[src/rtl/cache_ctrl_param_if.sv]
// Bundle between the cache controller, the pipeline memory stage, one cache
// array per way and the fixed-latency main memory.
// slave: the controller. master: everything around it (pipeline, arrays, memory).
interface cache_ctrl_param_if #(
    parameter int unsigned ADDR_W   = 16,
    parameter int unsigned DATA_W   = 16,
    parameter int unsigned INDEX_W  = 8,
    parameter int unsigned OFFSET_W = 3,
    parameter int unsigned WAYS     = 2
) ();
    localparam int unsigned TAG_W = ADDR_W - INDEX_W - OFFSET_W;

    // Pipeline request/response
    logic [ADDR_W-1:0]      Addr;
    logic [DATA_W-1:0]      DataIn;
    logic                   Rd;
    logic                   Wr;
    logic [DATA_W-1:0]      DataOut;
    logic                   Done;
    logic                   Stall;
    logic                   CacheHit;
    logic                   Err;
    // Cache arrays, way w in slice w of each bus
    logic [WAYS-1:0]        cache_enable;
    logic                   cache_comp;
    logic                   cache_write;
    logic                   cache_valid_in;
    logic [TAG_W-1:0]       cache_tag_in;
    logic [INDEX_W-1:0]     cache_index;
    logic [OFFSET_W-1:0]    cache_offset;
    logic [DATA_W-1:0]      cache_data_in;
    logic [WAYS-1:0]        cache_hit;
    logic [WAYS-1:0]        cache_valid;
    logic [WAYS-1:0]        cache_dirty;
    logic [WAYS*TAG_W-1:0]  cache_tag_out;
    logic [WAYS*DATA_W-1:0] cache_data_out;
    // Main memory
    logic [ADDR_W-1:0]      mem_addr;
    logic [DATA_W-1:0]      mem_data_in;
    logic                   mem_wr;
    logic                   mem_rd;
    logic [DATA_W-1:0]      mem_data_out;

    modport slave (
        input  Addr, DataIn, Rd, Wr,
        output DataOut, Done, Stall, CacheHit, Err,
        output cache_enable, cache_comp, cache_write, cache_valid_in,
        output cache_tag_in, cache_index, cache_offset, cache_data_in,
        input  cache_hit, cache_valid, cache_dirty, cache_tag_out, cache_data_out,
        output mem_addr, mem_data_in, mem_wr, mem_rd,
        input  mem_data_out
    );

    modport master (
        output Addr, DataIn, Rd, Wr,
        input  DataOut, Done, Stall, CacheHit, Err,
        input  cache_enable, cache_comp, cache_write, cache_valid_in,
        input  cache_tag_in, cache_index, cache_offset, cache_data_in,
        output cache_hit, cache_valid, cache_dirty, cache_tag_out, cache_data_out,
        input  mem_addr, mem_data_in, mem_wr, mem_rd,
        output mem_data_out
    );
endinterface

[src/rtl/cache_ctrl_param.sv]
// Data-cache controller: 1/2-way, per-set LRU, configurable line size and
// memory latency, with write-back of dirty victims and a latched request.
module cache_ctrl_param #(
    parameter int unsigned ADDR_W   = 16,
    parameter int unsigned DATA_W   = 16,
    parameter int unsigned INDEX_W  = 8,
    parameter int unsigned OFFSET_W = 3,
    parameter int unsigned WAYS     = 2,
    parameter int unsigned MEM_LAT  = 2
) (
    input logic               clk,
    input logic               rst,
    cache_ctrl_param_if.slave bus
);
    localparam int unsigned TAG_W = ADDR_W - INDEX_W - OFFSET_W;
    localparam int unsigned LW    = 2 ** (OFFSET_W - 1);
    localparam int unsigned SETS  = 2 ** INDEX_W;
    localparam logic [OFFSET_W-1:0] LastWord  = OFFSET_W'(LW - 1);
    localparam logic [OFFSET_W-1:0] AllIssued = OFFSET_W'(LW);

    typedef enum logic [2:0] {StIdle, StCompare, StWb, StFill, StDone} state_e;

    state_e              state_q, state_d;
    logic [ADDR_W-1:0]   a_q, a_d;
    logic [DATA_W-1:0]   d_q, d_d, dout_q, dout_d;
    logic                wr_q, wr_d, err_q, err_d, first_q, first_d, hit_q, hit_d;
    logic                vic_q, vic_d;
    logic [TAG_W-1:0]    vtag_q, vtag_d;
    logic [OFFSET_W-1:0] cnt_q, cnt_d, ret_q, ret_d;
    logic [MEM_LAT-1:0]  pend_q, pend_d;
    logic [SETS-1:0]     lru_q, lru_d;

    logic [TAG_W-1:0]    a_tag;
    logic [INDEX_W-1:0]  a_idx;
    logic [OFFSET_W-1:0] a_off, cnt_off, ret_off;
    logic [WAYS-1:0]     hit_vec, vic_oh;
    logic                hit_any, hit_way, victim, issue;

    assign a_tag   = a_q[ADDR_W-1 -: TAG_W];
    assign a_idx   = a_q[OFFSET_W +: INDEX_W];
    assign a_off   = a_q[OFFSET_W-1:0];
    assign cnt_off = OFFSET_W'({cnt_q, 1'b0});
    assign ret_off = OFFSET_W'({ret_q, 1'b0});
    assign hit_vec = bus.cache_hit & bus.cache_valid;
    assign hit_any = |hit_vec;
    assign hit_way = (WAYS > 1) ? hit_vec[WAYS-1] : 1'b0;

    assign bus.Done     = (state_q == StDone);
    assign bus.Stall    = (state_q != StIdle);
    assign bus.Err      = (state_q == StDone) & err_q;
    assign bus.CacheHit = hit_q;
    assign bus.DataOut  = dout_q;

    // Victim choice: first invalid way, else the set's LRU way.
    always_comb begin
        if (!bus.cache_valid[0]) begin
            victim = 1'b0;
        end else if (WAYS > 1 && !bus.cache_valid[WAYS-1]) begin
            victim = 1'b1;
        end else begin
            victim = (WAYS > 1) ? lru_q[a_idx] : 1'b0;
        end
        vic_oh         = '0;
        vic_oh[vic_q]  = 1'b1;
    end

    // Next-state, latch updates and cache/memory drive.
    always_comb begin
        state_d = state_q;  a_d = a_q;  d_d = d_q;  dout_d = dout_q;
        wr_d = wr_q;  err_d = err_q;  first_d = first_q;  hit_d = hit_q;
        vic_d = vic_q;  vtag_d = vtag_q;  cnt_d = cnt_q;  ret_d = ret_q;  lru_d = lru_q;
        issue = 1'b0;
        bus.cache_enable = '0;  bus.cache_comp = 1'b0;  bus.cache_write = 1'b0;
        bus.cache_valid_in = 1'b0;  bus.cache_tag_in = '0;  bus.cache_index = '0;
        bus.cache_offset = '0;  bus.cache_data_in = '0;
        bus.mem_addr = '0;  bus.mem_data_in = '0;  bus.mem_wr = 1'b0;  bus.mem_rd = 1'b0;
        unique case (state_q)
            StIdle: begin
                if (bus.Rd || bus.Wr) begin
                    a_d     = bus.Addr;
                    d_d     = bus.DataIn;
                    wr_d    = bus.Wr;
                    err_d   = bus.Rd & bus.Wr;
                    first_d = 1'b1;
                    hit_d   = 1'b0;
                    state_d = (bus.Rd && bus.Wr) ? StDone : StCompare;
                end
            end
            StCompare: begin
                bus.cache_enable   = '1;
                bus.cache_comp     = 1'b1;
                bus.cache_write    = wr_q;
                bus.cache_valid_in = wr_q;
                bus.cache_data_in  = d_q;
                bus.cache_tag_in   = a_tag;
                bus.cache_index    = a_idx;
                bus.cache_offset   = a_off;
                first_d            = 1'b0;
                // A write that came back from a fill must not report a hit.
                if (first_q) hit_d = hit_any;
                if (hit_any) begin
                    dout_d = bus.cache_data_out[32'(hit_way)*DATA_W +: DATA_W];
                    if (WAYS > 1) lru_d[a_idx] = ~hit_way;
                    state_d = StDone;
                end else begin
                    vic_d   = victim;
                    vtag_d  = bus.cache_tag_out[32'(victim)*TAG_W +: TAG_W];
                    cnt_d   = '0;
                    ret_d   = '0;
                    state_d = (bus.cache_valid[victim] && bus.cache_dirty[victim]) ? StWb
                                                                                   : StFill;
                end
            end
            StWb: begin
                bus.cache_enable = vic_oh;
                bus.cache_index  = a_idx;
                bus.cache_offset = cnt_off;
                bus.mem_wr       = 1'b1;
                bus.mem_addr     = {vtag_q, a_idx, cnt_off};
                bus.mem_data_in  = bus.cache_data_out[32'(vic_q)*DATA_W +: DATA_W];
                cnt_d            = cnt_q + 1'b1;
                if (cnt_q == LastWord) begin
                    cnt_d   = '0;
                    state_d = StFill;
                end
            end
            StFill: begin
                if (cnt_q != AllIssued) begin
                    issue        = 1'b1;
                    bus.mem_rd   = 1'b1;
                    bus.mem_addr = {a_tag, a_idx, cnt_off};
                    cnt_d        = cnt_q + 1'b1;
                end
                // Oldest outstanding read returns this cycle.
                if (pend_q[MEM_LAT-1]) begin
                    bus.cache_enable   = vic_oh;
                    bus.cache_write    = 1'b1;
                    bus.cache_valid_in = 1'b1;
                    bus.cache_tag_in   = a_tag;
                    bus.cache_index    = a_idx;
                    bus.cache_offset   = ret_off;
                    bus.cache_data_in  = bus.mem_data_out;
                    if (!wr_q && ret_off == a_off) dout_d = bus.mem_data_out;
                    ret_d = ret_q + 1'b1;
                    if (ret_q == LastWord) begin
                        state_d = wr_q ? StCompare : StDone;
                        if (!wr_q && WAYS > 1) lru_d[a_idx] = ~vic_q;
                    end
                end
            end
            StDone:  state_d = StIdle;
            default: state_d = StIdle;
        endcase
    end

    // Read-return delay line: bit i set means a read issued i+1 cycles ago.
    always_comb begin
        pend_d[0] = issue;
        for (int i = 1; i < int'(MEM_LAT); i++) pend_d[i] = pend_q[i-1];
    end

    // State and latch registers; reset drops any line in flight.
    always_ff @(posedge clk or negedge rst) begin
        if (!rst) begin
            state_q <= StIdle;  a_q <= '0;  d_q <= '0;  dout_q <= '0;
            wr_q <= 1'b0;  err_q <= 1'b0;  first_q <= 1'b0;  hit_q <= 1'b0;
            vic_q <= 1'b0;  vtag_q <= '0;  cnt_q <= '0;  ret_q <= '0;
            pend_q <= '0;  lru_q <= '0;
        end else begin
            state_q <= state_d;  a_q <= a_d;  d_q <= d_d;  dout_q <= dout_d;
            wr_q <= wr_d;  err_q <= err_d;  first_q <= first_d;  hit_q <= hit_d;
            vic_q <= vic_d;  vtag_q <= vtag_d;  cnt_q <= cnt_d;  ret_q <= ret_d;
            pend_q <= pend_d;  lru_q <= lru_d;
        end
    end
endmodule

[src/flat_wrapper.sv]
// flat-port wrapper written by rule: the top's interface ports become plain ports
module cache_ctrl_param_flat 
#(
    parameter int unsigned ADDR_W   = 16,
    parameter int unsigned DATA_W   = 16,
    parameter int unsigned INDEX_W  = 8,
    parameter int unsigned OFFSET_W = 3,
    parameter int unsigned WAYS     = 2,
    parameter int unsigned MEM_LAT  = 2
)
  (clk, rst, bus_Addr, bus_DataIn, bus_Rd, bus_Wr, bus_DataOut, bus_Done, bus_Stall, bus_CacheHit, bus_Err, bus_cache_enable, bus_cache_comp, bus_cache_write, bus_cache_valid_in, bus_cache_tag_in, bus_cache_index, bus_cache_offset, bus_cache_data_in, bus_cache_hit, bus_cache_valid, bus_cache_dirty, bus_cache_tag_out, bus_cache_data_out, bus_mem_addr, bus_mem_data_in, bus_mem_wr, bus_mem_rd, bus_mem_data_out);
  cache_ctrl_param_if #(.ADDR_W(ADDR_W), .DATA_W(DATA_W), .INDEX_W(INDEX_W), .OFFSET_W(OFFSET_W), .WAYS(WAYS)) bus_i ();
  input logic clk;
  input logic rst;
  input wire logic [$bits(bus_i.Addr)-1:0] bus_Addr;
  input wire logic [$bits(bus_i.DataIn)-1:0] bus_DataIn;
  input wire logic [$bits(bus_i.Rd)-1:0] bus_Rd;
  input wire logic [$bits(bus_i.Wr)-1:0] bus_Wr;
  output wire logic [$bits(bus_i.DataOut)-1:0] bus_DataOut;
  output wire logic [$bits(bus_i.Done)-1:0] bus_Done;
  output wire logic [$bits(bus_i.Stall)-1:0] bus_Stall;
  output wire logic [$bits(bus_i.CacheHit)-1:0] bus_CacheHit;
  output wire logic [$bits(bus_i.Err)-1:0] bus_Err;
  output wire logic [$bits(bus_i.cache_enable)-1:0] bus_cache_enable;
  output wire logic [$bits(bus_i.cache_comp)-1:0] bus_cache_comp;
  output wire logic [$bits(bus_i.cache_write)-1:0] bus_cache_write;
  output wire logic [$bits(bus_i.cache_valid_in)-1:0] bus_cache_valid_in;
  output wire logic [$bits(bus_i.cache_tag_in)-1:0] bus_cache_tag_in;
  output wire logic [$bits(bus_i.cache_index)-1:0] bus_cache_index;
  output wire logic [$bits(bus_i.cache_offset)-1:0] bus_cache_offset;
  output wire logic [$bits(bus_i.cache_data_in)-1:0] bus_cache_data_in;
  input wire logic [$bits(bus_i.cache_hit)-1:0] bus_cache_hit;
  input wire logic [$bits(bus_i.cache_valid)-1:0] bus_cache_valid;
  input wire logic [$bits(bus_i.cache_dirty)-1:0] bus_cache_dirty;
  input wire logic [$bits(bus_i.cache_tag_out)-1:0] bus_cache_tag_out;
  input wire logic [$bits(bus_i.cache_data_out)-1:0] bus_cache_data_out;
  output wire logic [$bits(bus_i.mem_addr)-1:0] bus_mem_addr;
  output wire logic [$bits(bus_i.mem_data_in)-1:0] bus_mem_data_in;
  output wire logic [$bits(bus_i.mem_wr)-1:0] bus_mem_wr;
  output wire logic [$bits(bus_i.mem_rd)-1:0] bus_mem_rd;
  input wire logic [$bits(bus_i.mem_data_out)-1:0] bus_mem_data_out;
  assign bus_i.Addr = bus_Addr;
  assign bus_i.DataIn = bus_DataIn;
  assign bus_i.Rd = bus_Rd;
  assign bus_i.Wr = bus_Wr;
  assign bus_DataOut = bus_i.DataOut;
  assign bus_Done = bus_i.Done;
  assign bus_Stall = bus_i.Stall;
  assign bus_CacheHit = bus_i.CacheHit;
  assign bus_Err = bus_i.Err;
  assign bus_cache_enable = bus_i.cache_enable;
  assign bus_cache_comp = bus_i.cache_comp;
  assign bus_cache_write = bus_i.cache_write;
  assign bus_cache_valid_in = bus_i.cache_valid_in;
  assign bus_cache_tag_in = bus_i.cache_tag_in;
  assign bus_cache_index = bus_i.cache_index;
  assign bus_cache_offset = bus_i.cache_offset;
  assign bus_cache_data_in = bus_i.cache_data_in;
  assign bus_i.cache_hit = bus_cache_hit;
  assign bus_i.cache_valid = bus_cache_valid;
  assign bus_i.cache_dirty = bus_cache_dirty;
  assign bus_i.cache_tag_out = bus_cache_tag_out;
  assign bus_i.cache_data_out = bus_cache_data_out;
  assign bus_mem_addr = bus_i.mem_addr;
  assign bus_mem_data_in = bus_i.mem_data_in;
  assign bus_mem_wr = bus_i.mem_wr;
  assign bus_mem_rd = bus_i.mem_rd;
  assign bus_i.mem_data_out = bus_mem_data_out;
  cache_ctrl_param #(.ADDR_W(ADDR_W), .DATA_W(DATA_W), .INDEX_W(INDEX_W), .OFFSET_W(OFFSET_W), .WAYS(WAYS), .MEM_LAT(MEM_LAT)) u_core (.clk(clk), .rst(rst), .bus(bus_i));
endmodule
[config.mk]
export PLATFORM = sky130hd
export DESIGN_NAME = cache_ctrl_param_flat
export DESIGN_NICKNAME = d
export VERILOG_FILES = /design/src/rtl/cache_ctrl_param_if.sv /design/src/rtl/cache_ctrl_param.sv /design/src/flat_wrapper.sv
export SDC_FILE = /design/constraint.sdc
export NUM_CORES = 1
export LEC_CHECK = 0
export CAP_MARGIN = 10
export CORE_ASPECT_RATIO = 1.1
export CORE_MARGIN = 2
export CORE_UTILIZATION = 53
export CTS_CLUSTER_DIAMETER = 80
export DETAILED_ROUTE_END_ITERATION = 16
export DONT_BUFFER_PORTS = 1
export PLACE_DENSITY = 0.77
export SYNTH_ARGS = -nofsm -noshare
export SYNTH_HDL_FRONTEND = slang
export SYNTH_SLANG_ARGS = --single-unit
export TNS_END_PERCENT = 50
[constraint.sdc]
create_clock -name clk -period 4.7 [get_ports clk]
set_input_delay 0.94 -clock clk [delete_from_list [all_inputs] [get_ports clk]]
set_output_delay 0.94 -clock clk [all_outputs]
set_load 0.05 [all_outputs]
==> flow_summary.yaml, run 1 <==
logic_synthesis:
  synth_top_area_share_pct: 49.2
  synthTopCellsByCount: "dfrtp_1, o21ai_0, o31ai_1"
  synth_largest_area_cell: "dfrtp_1"
  synthMostInstantiatedCell: "dfrtp_1"
  synth_top_cells_by_area: "dfrtp_1, o31ai_1, o21ai_0"
  synthesis.instances: 1569
  synth-async-reset-ratio_pct: 100
  ff_latch_count_synth: 325
  syn_avg_cell_area_um2: 10.5
  synthFlopType: "dfrtp_1"
  total_nets_after_synthesis: 1675
  synth-edff-count: 0
  yosys_cell_types: 52
  mappedNetlistArea_um2: 16500
  synth_warnings: 0
  synth-seq-area-share_pct: 49.2
floorplanning:
  die-height_um: 189
  initial_util_pct: 54.0
  dieWidth_um: 172
  design.die.area_um2: 32600
  count_of_pins_on_the_block_boundary: 191
  core_box_area_um2: 30600
  num_rows: 67
clock_tree:
  tritoncts.num_buffers: 36
  postCtsSetupRepairBufs: 0
  clk_pin_slew_worst_paths_ps: 60
  cts_root_buffer: "clkbuf_16"
  clk_latency_ps: 520
  clock-sinks: 325
  cts.repair.resized: 0
  clk_path_buf_depth: 3
  htree_levels: 2
  cts_hold_buffers: 0
  clock_tree_from_tritoncts: "yes"
worst_setup_path:
  cp-end-kind: "flip-flop"
  cp_data_arrival_time_ps: 4330
  critPathTopFamily: "simple AND/OR/NAND/NOR gates"
  critical_path_buf_inv_count: 1
  worst-path-max-fanout: 37
  required_ps: 5100
  worst_setup_path_start_kind: "flip-flop"
  timing.critical_path.mode_cell: "nand2_1"
  criticalPathCategory: "reg2reg"
  crit_path_top_delay_cell: "dfrtp_2"
  cp_cell_instances: "buf_12, mux4_2, a22oi_1, nand2_1, nand4b_1, nand2_1, or4_1, or2_1, a2111oi_2"
  crit_path_max_incr_delay_ps: 690
power_and_ir_drop:
  power_per_cell_area_nw_per_um2: 719
  power.internal_mw: 7.00
  pwr-share-seq_pct: 35.1
  power.share.combinational_pct: 43.8
  worst_voltage_drop_across_the_vdd_grid_mv: 0.304
  switching_part_of_the_total_power_pct: 45.6
  power.share.clock_pct: 21.1
  leak_nw: 7.49
  power_mw: 12.9
  p_sw_mw: 5.87
placed_design:
  detailedPlacementHpwl_um: 27800
  input_output_buffers: 0
  finalWeightedCongestion: 0.867
layout:
  antennaDiodeCount: 0
  final.fill_count: 2446
  seqCellArea_um2: 8140
  multi_input_area_um2: 7620
  syn_to_final_growth_pct: 8.40
  drive_above_1_share_pct: 14.2
  nets: 1584
timing:
  timing.hold.ws_ps: 122
  timing.final.crit_period_ps: 3930
  finalHoldViolations: 0
  timing.final.setup_violations: 0
  fin_setup_tns_ps: 0
  timing.clock.skew_ps: 28.4
  final_max_slew_viol_count: 0
  final.period_utilization_pct: 83.6
  max_slew_margin_pct: 19.0
  setup_repair_after_global_routing_missed_its_margin: "false"
  max_slew.worst_pin.slew_ps: 1210
  fmax_mhz: 255
routing:
  first_iter_violations: 1490
  remaining_drc_errors: 0
  detailedRoute.firstPassIterationCount: 6
  drt-wirelength-per-cell_um: 23.2
  antenna_violating_nets_post_route: 0
  routed_via_density: 6.63
  routed-via-count: 12703
  detail_route.wirelength_um: 44400
global_routing:
  global_route_usage_over_all_layers_pct: 26.7
  remaining_global_route_overflow: 0
  pin_count_of_the_biggest_net_entering_global_routing: 326
  antenna_found_initial: 0
  first_pass_grt_wire_length_um: 68000
  grt_pass1_vias: 12004
worst_hold_path:
  hold_path.class: "in2async"
flow_run:
  timing.max_cap.violations: 0
run_status:
  result_of_the_run: "complete, no violations"
[power groups by stage]
| stage | Clock, mW | Combinational [mW] | Sequential [mW] |
|---|---|---|---|
| after global placement | 0 | 5.47 | 4.49 |
| after floorplan | 0 | 4.53 | 4.21 |
| after global routing | 2.86 | 6.01 | 4.60 |
| final | 2.71 | 5.64 | 4.51 |
| after detailed placement | 0 | 5.58 | 4.53 |
| after CTS | 2.73 | 5.60 | 4.49 |
[worst reg2reg max path, delay by kind of cell (launching register included)]
family                 cells  cell delay [ps]
AND/OR/NAND/NOR            5             1570
flip-flops                 1              690
AO/OA/AOI/OAI              2              610
multiplexers               1              590
buffers and inverters      1              350
[layout make-up]
class                           instances  share of cell area [%]
Clock buffer                           53                    5.84
Clock inverter                          8                   0.468
Inverter                               13                   0.273
Multi-Input combinational cell       1045                    42.5
Sequential cell                       325                    45.5
Tap cell                              414                    2.89
Timing Repair Buffer                   57                    2.53
[placed cells by master (no fill, tap or decap), drive strengths merged, types with 16 or more instances in the layout]
cell,netlist,routed
dfrtp,325,325
o21ai,282,282
o31ai,258,258
mux2i,81,81
nand2,77,77
buf,27,57
nor2,54,54
clkbuf,159,53
mux2,48,48
mux4,43,43
nor2b,29,29
a22oi,26,26
a22o,23,23
nand3,17,17
a21oi,16,16
[path summary, 6_finish.rpt]
check                                           startpoint                             to  slack [ps]  cells after the start
min in group clk                u_core.pend_q[0]$_DFF_PN0_     u_core.pend_q[1]$_DFF_PN0_         360                      0
worst min register to register  u_core.pend_q[0]$_DFF_PN0_     u_core.pend_q[1]$_DFF_PN0_         360                      0
worst min-delay path                                   rst  u_core.lru_q[237]$_DFFE_PN0P_         120                      0
worst max register to register   u_core.a_q[3]$_DFFE_PN0P_   u_core.vtag_q[4]$_DFFE_PN0P_         770                      9
max in group asynchronous                              rst      u_core.d_q[9]$_DFFE_PN0P_        4040                      0
worst max-delay path             u_core.a_q[3]$_DFFE_PN0P_   u_core.vtag_q[4]$_DFFE_PN0P_         770                      9
[stage by stage]
step           worst slack, ps  util [%]  std cells  area (µm²)
2_1_floorplan              496         -       1569       16500
3_3_place_gp               961      54.8       1854       16800
3_5_place_dp               870      54.8       1854       16800
4_1_cts                    756      58.5       1915       17900
5_1_grt                    551      58.5       1915       17900
6_report                   772      58.5       1915       17900
[registers in the layout (all words and copies together) (netlist names), 2 cells and up]
name	count
u_core.state_q	3
u_core.cnt_q	3
u_core.lru_q	256
u_core.bus.DataOut	16
u_core.pend_q	2
u_core.a_q	16
u_core.vtag_q	5
u_core.ret_q	3
u_core.d_q	16
[cells by family (layout without fill, tap and decap cells)]
| family | count (synthesis) | in the layout | share of synthesized area (%) |
|---|---|---|---|
| AOI/OAI and AO/OA | 629 | 629 | 24.5 |
| DFF | 325 | 325 | 49.2 |
| and+or+nand+nor | 235 | 235 | 6.78 |
| buffers and inverters | 199 | 131 | 4.84 |
| muxes | 172 | 172 | 14.1 |
| adders and majority gates | 6 | 6 | 0.455 |
| xor gates and xnor gates | 2 | 2 | 0.106 |
| other | 1 | 1 | 0.0227 |
[layer usage]
metal	vias up	GRT usage [%]	share of wire, %
met5	-	0	0
met4	0	7.95	2.6
met3	80	5.33	9.0
met2	629	44.1	48
met1	6275	35.7	40
li1	5719	-	-
Power figures use the tool's default switching activity.
==> run 2: changes to the inputs <==
==> constraint.sdc (replaced) <==
create_clock -name clk -period 3.78 [get_ports clk]
set_input_delay 0.756 -clock clk [delete_from_list [all_inputs] [get_ports clk]]
set_output_delay 0.756 -clock clk [all_outputs]
set_load 0.05 [all_outputs]
==> run 2 against run 1 <==
The flow now finishes with violations (hold timing). First-iteration DRC count increased by 7.3%. Clock-buffer cell count increased by 4. Hold slack got worse by 170 ps. Sequential power increased by 25%. Global-route usage increased by 2.1 points. Register-to-register slack got worse by 400 ps. Combinational power increased by 31%. Largest cell class unchanged.
==> flow_summary.yaml, run 2 (synthesis gave the netlist of run 1 again) <==
timing:
  timing.hold.ws_ps: -47.3
  max_slew_margin_pct: 31.4
  timing.clock.skew_ps: 20.9
  timing.final.setup_violations: 0
  timing.final.crit_period_ps: 3550
  fin_setup_tns_ps: 0
  max_slew.worst_pin.slew_ps: 1020
  final_max_slew_viol_count: 0
  setup_repair_after_global_routing_missed_its_margin: "false"
  finalHoldViolations: 34
  final.period_utilization_pct: 93.8
  fmax_mhz: 282
  setup_slack_ps: 233
layout:
  nets: 1633
  largest_register: "u_core.lru_q"
  antennaDiodeCount: 0
  syn_to_final_growth_pct: 11.0
  final.fill_count: 2431
  mostFrequentLayoutCell: "dfrtp_1"
  fin_util_pct: 59.9
  finish.cell_count_without_fillers: 1965
  most-common-layout-cells: "dfrtp_1, o21ai_0, o31ai_1, buf_4, mux2i_1"
  seqCellArea_um2: 8140
  drive_above_1_share_pct: 16.8
  max_ffs_per_register: 256
  multi_input_area_um2: 7620
worst_setup_path:
  cp_cell_instances: "nand2b_1, or2_2, a21oi_2, nor2_1, nor2b_1, buf_4"
  crit-reg2reg-launch: "u_core.a_q[4]$_DFFE_PN0P_"
  worst_setup_path_start_kind: "flip-flop"
  cp-end-kind: "output port"
  worst-path-max-fanout: 10
  crit_path_max_incr_delay_ps: 490
  first_element_of_the_critical_path: "u_core.state_q[2]$_DFFE_PN0P_"
  criticalPathCategory: "reg2out"
  cp_data_arrival_time_ps: 2790
  crit_path_top_delay_cell: "dfrtp_1"
  critPathTopFamily: "simple AND/OR/NAND/NOR gates"
  critical_path_buf_inv_count: 1
  required_ps: 3020
clock_tree:
  tritoncts.num_buffers: 35
  clock-sinks: 325
  htree_levels: 2
  cts_root_buffer: "clkbuf_16"
  clk_pin_slew_worst_paths_ps: 60
  clock_tree_from_tritoncts: "yes"
  clk_path_buf_depth: 3
  cts.repair.resized: 0
  clk_latency_ps: 530
  postCtsSetupRepairBufs: 0
routing:
  first_iter_violations: 1599
  detailedRoute.firstPassIterationCount: 7
  remaining_drc_errors: 0
  routed_via_density: 6.70
  routed-via-count: 13165
  antenna_violating_nets_post_route: 0
  detail_route.wirelength_um: 47000
  drt-wirelength-per-cell_um: 23.9
global_routing:
  remaining_global_route_overflow: 0
  first_pass_grt_wire_length_um: 73100
  pin_count_of_the_biggest_net_entering_global_routing: 326
  global_route_usage_over_all_layers_pct: 28.8
  antenna_found_initial: 0
  grt_pass1_vias: 12962
floorplanning:
  die-height_um: 189
  dieWidth_um: 172
  design.die.area_um2: 32600
  count_of_pins_on_the_block_boundary: 191
  num_rows: 67
  initial_util_pct: 54.0
  core_box_area_um2: 30600
placed_design:
  placed_cells: 1904
  input_output_buffers: 0
  detailedPlacementHpwl_um: 30600
  finalWeightedCongestion: 0.871
  pre_cts_slack_ps: 413
power_and_ir_drop:
  power_per_cell_area_nw_per_um2: 897
  worst_voltage_drop_across_the_vdd_grid_mv: 0.389
  power_mw: 16.4
  leak_nw: 7.74
run_status:
  violations: "hold timing"
  result_of_the_run: "finished with violations"
worst_hold_path:
  hold_path.class: "in2async"
flow_run:
  timing.max_cap.violations: 0
==> run 2: changes by cell type in the layout (fill, tap and decap cells not counted), sizes merged <==
| cell | previous run | this run |
|---|---|---|
| inv | 14 | 13 |
| clkinvlp | 0 | 1 |
| clkinv | 6 | 2 |
| buf | 57 | 107 |
| clkbuf | 53 | 57 |
==> run 2: worst paths after layout <==
| check | to | slack (ps) | cells past startpoint |
|---|---|---|---|
| worst max-delay path | bus_mem_addr[5] | 230 | 6 |
| worst min-delay path | u_core.lru_q[252]$_DFFE_PN0P_ | -50 | 0 |
| worst max register to register | u_core.vtag_q[1]$_DFFE_PN0P_ | 370 | 9 |
| worst min register to register | u_core.pend_q[1]$_DFF_PN0_ | 360 | 0 |
| max in group asynchronous | u_core.bus.DataOut[14]$_DFFE_PN0P_ | 3160 | 0 |
| min in group clk | u_core.pend_q[1]$_DFF_PN0_ | 360 | 0 |
==> run 2: worst reg2reg max path, delay by kind of cell, from the launching register on <==
family | cells | cell delay [ps]
and+or+nand+nor | 3 | 1160
AOI/OAI and AO/OA | 4 | 740
muxes | 1 | 550
DFF | 1 | 510
buffers and inverters | 1 | 330
==> run 2: metrics by stage <==
step	instance area, µm²	hold slack (ps)
2_1_floorplan	16500	331
3_3_place_gp	17200	339
3_5_place_dp	17200	346
4_1_cts	18300	-73.6
5_1_grt	18300	-71.3
6_report	18300	-47.3
==> run 2: routing by layer <==
metal	wire, µm	track usage, %
met1	18000	36.7
met2	22100	46.4
met3	4460	6.17
met4	2420	14.4
met5	0	0
==> run 2: report_power, final <==
part	internal, mW	switching [mW]	leakage (nW)
clock network	2.04	1.38	0.556
registers	4.48	1.15	4.38
logic	2.48	4.90	2.81
total	9.00	7.44	7.74
==> run 2: final cells by class <==
cell class              count  area share [%]
flip-flops and latches    325            44.4
multi-input cells        1045            41.6
clock buffers              57            5.95
repair buffers            107            4.72
well taps                 414            2.83
inverters                  13           0.266
clock inverters             4           0.259
==> run 3: changes to the inputs <==
--- a/config.mk
+++ b/config.mk
@@ -13,7 +13,8 @@
 export DETAILED_ROUTE_END_ITERATION = 16
 export DONT_BUFFER_PORTS = 1
 export PLACE_DENSITY = 0.77
+export SLEW_MARGIN = 20
 export SYNTH_ARGS = -nofsm -noshare
 export SYNTH_HDL_FRONTEND = slang
 export SYNTH_SLANG_ARGS = --single-unit
-export TNS_END_PERCENT = 50
+export TNS_END_PERCENT = 20
==> results of run 3 <==
Same layout as run 2: the final DEF is identical, and so are final timing and power.
